### src/rtl/rr_enc_arbiter_pkg.sv
// Shared definitions for the round-robin arbiter: state encoding and requester count.
package rr_enc_arbiter_pkg;

  typedef enum logic {
    ST_IDLE = 1'b0,
    ST_BUSY = 1'b1
  } arb_state_e;

  // Number of requesters addressed by an index of the given width.
  function automatic int num_req(input int idx_len);
    return 1 << idx_len;
  endfunction

endpackage

### src/rtl/rr_enc_arbiter_pick.sv
// Rotating priority encoder: first set request at or after ptr, wrapping mod N.
module rr_pick
  import rr_enc_arbiter_pkg::*;
#(
  parameter int IDX_LEN = 3,
  localparam int N = num_req(IDX_LEN)
) (
  input  logic [N-1:0]       req,
  input  logic [IDX_LEN-1:0] ptr,
  output logic [IDX_LEN-1:0] id,
  output logic               v
);

  logic [2*N-1:0]     dbl;
  logic [N-1:0]       rot;
  logic [IDX_LEN-1:0] off;

  // Rotate so ptr sits at bit 0, take the lowest set bit, then undo the rotation.
  always_comb begin
    dbl = {req, req} >> ptr;
    rot = dbl[N-1:0];
    off = '0;
    v   = 1'b0;
    for (int i = N - 1; i >= 0; i--) begin
      if (rot[i]) begin
        off = IDX_LEN'(i);
        v   = 1'b1;
      end
    end
    id = off + ptr;
  end

endmodule

### src/rtl/rr_enc_arbiter.sv
// Round-robin arbiter with registered one-hot/index/valid grant and optional hold limit.
// state   | meaning
// IDLE    | no owner; arbitrate among current requests (also the dead cycle after a release)
// BUSY    | gnt_id owns the resource until it drops its request or hits the hold limit
module rr_enc_arbiter
  import rr_enc_arbiter_pkg::*;
#(
  parameter int IDX_LEN  = 3,
  parameter int MAX_HOLD = 0,
  parameter int CNT_W    = 8,
  localparam int N = num_req(IDX_LEN)
) (
  input  logic               clk,
  input  logic               rst,
  input  logic [N-1:0]       req,
  output logic [N-1:0]       gnt,
  output logic [IDX_LEN-1:0] gnt_id,
  output logic               gnt_v
);

  localparam logic [CNT_W-1:0] HOLD_LAST = (MAX_HOLD == 0) ? '0 : CNT_W'(MAX_HOLD - 1);

  arb_state_e         state;
  logic [IDX_LEN-1:0] ptr;
  logic [CNT_W-1:0]   hold_cnt;
  logic [IDX_LEN-1:0] pick_id;
  logic               pick_v;
  logic               owner_drop;
  logic               hold_hit;

  rr_pick #(.IDX_LEN(IDX_LEN)) u_pick (
    .req (req),
    .ptr (ptr),
    .id  (pick_id),
    .v   (pick_v)
  );

  // Release conditions for the current owner; both lead to the same update.
  always_comb begin
    owner_drop = !req[gnt_id];
    hold_hit   = (MAX_HOLD != 0) && (hold_cnt == HOLD_LAST);
  end

  // Arbitration FSM with registered grant outputs; release always lands in IDLE for one gap cycle.
  always_ff @(posedge clk or posedge rst) begin
    if (rst) begin
      state    <= ST_IDLE;
      gnt      <= '0;
      gnt_id   <= '0;
      gnt_v    <= 1'b0;
      ptr      <= '0;
      hold_cnt <= '0;
    end else begin
      case (state)
        ST_IDLE: begin
          if (pick_v) begin
            state    <= ST_BUSY;
            gnt      <= {{(N-1){1'b0}}, 1'b1} << pick_id;
            gnt_id   <= pick_id;
            gnt_v    <= 1'b1;
            hold_cnt <= '0;
          end
        end
        ST_BUSY: begin
          if (owner_drop || hold_hit) begin
            state  <= ST_IDLE;
            gnt    <= '0;
            gnt_id <= '0;
            gnt_v  <= 1'b0;
            ptr    <= gnt_id + IDX_LEN'(1);
          end else if (hold_cnt != {CNT_W{1'b1}}) begin
            hold_cnt <= hold_cnt + CNT_W'(1);
          end
        end
        default: state <= ST_IDLE;
      endcase
    end
  end

endmodule

### config.mk
export PLATFORM = sky130hd
export DESIGN_NAME = rr_enc_arbiter
export DESIGN_NICKNAME = d
export VERILOG_FILES = /design/src/rtl/rr_enc_arbiter_pkg.sv /design/src/rtl/rr_enc_arbiter_pick.sv /design/src/rtl/rr_enc_arbiter.sv
export SDC_FILE = /design/constraint.sdc
export NUM_CORES = 1
export LEC_CHECK = 0
export ABC_AREA = 1
export CAP_MARGIN = 10
export CORE_UTILIZATION = 53
export CTS_CLUSTER_DIAMETER = 40
export DETAILED_ROUTE_END_ITERATION = 8
export PLACE_DENSITY = 0.77
export SETUP_SLACK_MARGIN = 0.05
export SLEW_MARGIN = 5
export SYNTH_ARGS = -nofsm -noshare
export SYNTH_HDL_FRONTEND = slang
export SYNTH_SLANG_ARGS = --single-unit
### constraint.sdc
create_clock -name clk -period 3.17 [get_ports clk]
set_input_delay 0.634 -clock clk [delete_from_list [all_inputs] [get_ports clk]]
set_output_delay 0.634 -clock clk [all_outputs]
set_load 0.01 [all_outputs]
# Word level (Yosys, flattened, before mapping)
# Index checks and enable logic that the tools add are counted.
dict set report classes {
  n_addsub 2
  n_eq_ne 2
  multipliers 0
  magnitude_cmp 1
  n_reduce_logical 2
  shifts 2
  n_mux 30
  n_div 0
  bitwise_logic 2
}
# operator n
set ops {}
lappend ops {{$mux W3} 10}
lappend ops {{$mux W8} 2}
lappend ops {{$pmux W8 S2} 1}
lappend ops {{$shr A16 B3 Y8} 1}
lappend ops {{$mux W1} 13}
lappend ops {{$shl A1 B3 Y8 const A} 1}
lappend ops {{$pmux W3 S2} 1}
lappend ops {{$lt A3 B4 Y1 const B} 1}
lappend ops {{$ne A2 B2 Y1 const B} 2}
lappend ops {{$pmux W1 S2} 2}
lappend ops {{$reduce_and A2 Y1} 2}
lappend ops {{$add A3 B1 Y3 const B} 1}
lappend ops {{$add A3 B3 Y3} 1}
lappend ops {{$bmux W1 S3} 1}
lappend ops {{$not A1 Y1} 2}
dict set report totals {
  in_bits 10
  n_memories 0
  register_bits 16
  rom_bits 0
  ram_bits 0
  word_cells 46
  latchBits 0
  out_inout_bits 12
}

# Depth between registers and ports, before layout
dict set report logic_depth {
  depth_word 13
  depth_mapped 20
  ltp_nobuf 19
}

# Modules after synthesis
# A second synthesis with hierarchy kept.
dict set report unflattened {
  cells_unflattened 203
  area_unflattened_um2 1403.8
}
# mod area_per_inst_um2 seq_area_each_um2 instances cells_each
set by_module_without_submodules {}
lappend by_module_without_submodules {rr_enc_arbiter 804.5 400.4 1 107}
lappend by_module_without_submodules {rr_pick 599.3 0.0 1 96}

# Worst setup path after synthesis
# No wires, ideal clock.
dict set report synth_timing {
  path_type {in2reg}
  startpoint {input port req[2]}
  endpoint {register gnt[1]}
  setup_slack_ps 554
  required_time_ps 3053
  arrival_time_ps 2499
  n_path_buf 0
  stages 17
  setup_time_ps 117
  cell_sequence {nand2_1 nand3_1 nand3_1 nand2_1 a21oi_1 o21ai_0 nand2_1 a21oi_1 ha_1 inv_1 fa_1 xor2_1 inv_1 nand3_2 nand2_1 nand3_1 nand2_1}
}
dict set report synth_via {
  elab_chain_cells 13
  elab_cells_between_ends 26
  cone_classes {add/sub (1); eq/ne (2); shift (2); mux (20); reduce/logical (1)}
}
# element line
set synth_rtl {}
lappend synth_rtl {{start, declared} rr_enc_arbiter.sv:15} ;# input logic [N-1:0] req,
lappend synth_rtl {{$shr A16 B3 Y8} rr_enc_arbiter_pick.sv:20} ;# dbl = {req, req} >> ptr;
lappend synth_rtl {{$mux W3 (8 in a row)} rr_enc_arbiter_pick.sv:25} ;# if (rot[i]) begin
lappend synth_rtl {{$add A3 B3 Y3} rr_enc_arbiter_pick.sv:30} ;# id = off + ptr;
lappend synth_rtl {{$shl A1 B3 Y8} rr_enc_arbiter.sv:58} ;# gnt <= {{(N-1){1'b0}}, 1'b1} << pick_id;
lappend synth_rtl {{$mux W8} rr_enc_arbiter.sv:56} ;# if (pick_v) begin
lappend synth_rtl {{$pmux W8 S2} rr_enc_arbiter.sv:54} ;# case (state)
lappend synth_rtl {{end signal, assigned} rr_enc_arbiter.sv:58}
lappend synth_rtl {{end, declared} rr_enc_arbiter.sv:16} ;# output logic [N-1:0] gnt,
# Parallel ways exist; a longest one is shown, timed or not. The select of a mux whose other input is x is not followed.
# A chain may end at the register's enable or synchronous reset.

# Final worst setup path
dict set report layout_timing {
  startpoint {input port req[3]}
  endpoint {register gnt[0]}
}
# Same word-level chain as after synthesis.

==> results.txt <==
status - finished, final reports clean
Synth Area in Adders - 3.32%
Reg power frac - 16.9%
Final setup viols - 0
# DRC - 0
GRT overflow - 0
Critical Path Start Type - input pin
H-tree depth - 1
Clock transition at path regs - 0.09 ns
critical path fanouts, max - 6
Tmin final - 2.96 ns
CTS Sinks - 16
Seq/Total Area, Yosys - 29.5%
chip width - 52.6 um
clk root buf - clkbuf_4
Final period util - 93.4%
Switching Fraction - 53.1%
Synth top cells by count - 67 x nand2_1, 34 x nand3_1, 16 x dfrtp_1
synth warn - 0
initial drt markers - 57
max-cap violation count - 0
vias in the first global route - 1329
CTS Buffer Depth - 2
Final Routed Wirelength - 3.50 mm
CP startpoint - req[3]
die height - 52.6 um
RSZ-0062 raised after global routing - false
synth unique cells - 25
clk_skew - 0.00553 ns
simple-gate share of the synthesized area - 49.9%
Gate power share - 76.8%
Max-slew headroom - 59.9%
Synth top area share - 29.5%
FFs w/ async S/R, synth - 100%
via total after detailed routing - 1443
die area - 2770 um^2
Switch Pwr - 1.16 mW
PnR worst setup slack - 0.209 ns
Synth Flop Type - dfrtp_1
largest net degree at the start of global routing - 17
total chip power - 2.18 mW
design area - 1800 um^2
Avg Cell Area, Syn - 6.86 um^2
Post-Syn Nets - 211
most common cell in the netlist - nand2_1
largest family of logic cells by synthesized area - simple AND/OR/NAND/NOR gates
Setup Total Neg Slack - 0 ns
fin cells - 264
DP Area - 1690 um^2
#FFs+latches synth - 16
synthesis-to-layout area growth - 32.8%
Int Power - 1.02 mW
I/O Buffers - 21
slew at the pin closest to its max-slew limit - 0.600 ns
Reg-to-Reg Start - ptr[0]
TritonCTS clock tree - done
post-CTS setup buffer count - 0
GPL Wtd Cong - 0.872
area leader, netlist - dfrtp_1
Power per Cell Area - 1210 nW/um^2
Hold Slack - 0.478 ns
FMAX - 338 MHz
Place WS - -0.251 ns
Setup Crit Path Kind - in -> reg
post-synthesis xor/xnor area fraction - 1.29%
CP arrival - 3.19 ns
clk_lat worst skew - 0.29 ns
Ports - 22
DR pass1 iterations - 4
Clock power frac - 6.3%
Inst Count DP - 260
Worst EP required - 3.40 ns
Max Slew Vio Count - 0
Worst VDD drop - 0.915 mV
Avg WL per Cell - 13.3 um
initial core utilization - 58.6%
post-synthesis mux area share - 0%
antenna fix cells - 0
share of cells above drive strength 1 - 23.7%
leakage power - 0.964 nW
Worst Hold Launch - gnt[0]
Avg Vias per Cell - 5.47
antenna violations before repair - 0
Fin. Hold Viols - 0
post-synthesis compound-gate area fraction - 7.37%
NumNets Final - 250
Post-synth EDFFs - 0
total global-route track usage - 29.1%
final core area utilization - 77.8%
hold buffers post-CTS - 0
Synth Instances - 198
Post-DP HPWL - 2.74 mm
CTS buffer count - 3
post-synthesis cell area - 1360 um^2
Core ar. - 2320 um^2
# rows - 17
first-pass GRT wire length - 5.80 mm
Worst Hold Class - reg -> reg
DRT antenna net count - 0
Crit. End Element - flip-flop
Synth area leaders - dfrtp_1 29%, nand2_1 19%, nand3_1 13%
## cells by family (layout without fill, tap and decap cells)
logic type / Yosys count / count (layout)
buffers and inverters: 21 / 59
AO/OA/AOI/OAI: 19 / 19
AND/OR/NAND/NOR: 137 / 137
flip-flops: 16 / 16
adder cells (fa/ha/maj): 3 / 3
XOR/XNOR: 2 / 2
## worst max-delay path, stage by stage
cell and delay, ns:
clkdlybuf4s50_1 0.51, nand2_1 0.11, nand3_2 0.10, nand3_1 0.07
nand2_1 0.09, a21oi_1 0.07, o21ai_0 0.14, nand2_1 0.07
a21oi_1 0.13, ha_1 0.15, inv_1 0.05, fa_1 0.39
xor2_2 0.17, inv_1 0.10, nand3_4 0.12, nand2_4 0.10
nand3_1 0.09, nand2_1 0.10
## area by class of cell
type	instances	area [um^2]
inverter	15	66.3
sequential	16	400
tap	28	35.0
fill	193	515
clock buffer	4	36.3
multi-input combinational	161	895
timing repair buffer	40	370
## final timing paths
path / to / slack [ns] / cells past startpoint
max: gnt[0] / 0.21 / 18
min: gnt[0] / 0.48 / 2
max reg2reg: gnt[0] / 0.28 / 17
min reg2reg: gnt[0] / 0.48 / 2
max in group asynchronous: ptr[1] / 2.08 / 2
min in group asynchronous: gnt[4] / 0.70 / 2
## per-layer routing
layer | vias to the layer above | share of wire [%] | GRT usage (%)
li1 | 723 | - | -
met1 | 659 | 45 | 38.8
met2 | 55 | 49 | 47.7
met3 | 6 | 4.8 | 2.61
met4 | 0 | 1.5 | 12.3
met5 | - | 0 | 0
## cell usage in the layout (no fill, tap or decap), types with 8 or more instances in the layout
cell	count
nand3_2	8
nand3_1	28
buf_4	19
dfrtp_1	16
nor2_1	10
clkdlybuf4s50_1	14
inv_1	13
nand2_1	65
o21ai_0	8
nand2_2	13
## timing repair
item                       in CTS  in global routing
pin swaps                       0                  1
gates resized for setup         2                 16
gates cloned                    0                  0
setup endpoints to repair       1                 10
## state kept, by name, indices dropped and copies added (netlist names)
register  flops
state         1
ptr           3
gnt_v         1
gnt           8
gnt_id        3
## power groups by stage
stage	registers (mW)	clock network [mW]	logic [mW]
floorplan	0.348	0	1.13
global placement	0.368	0	1.53
detailed placement	0.371	0	1.58
CTS	0.365	0.140	1.62
global route	0.383	0.149	1.84
finish	0.369	0.138	1.68
(Power assumes the default switching activity.)
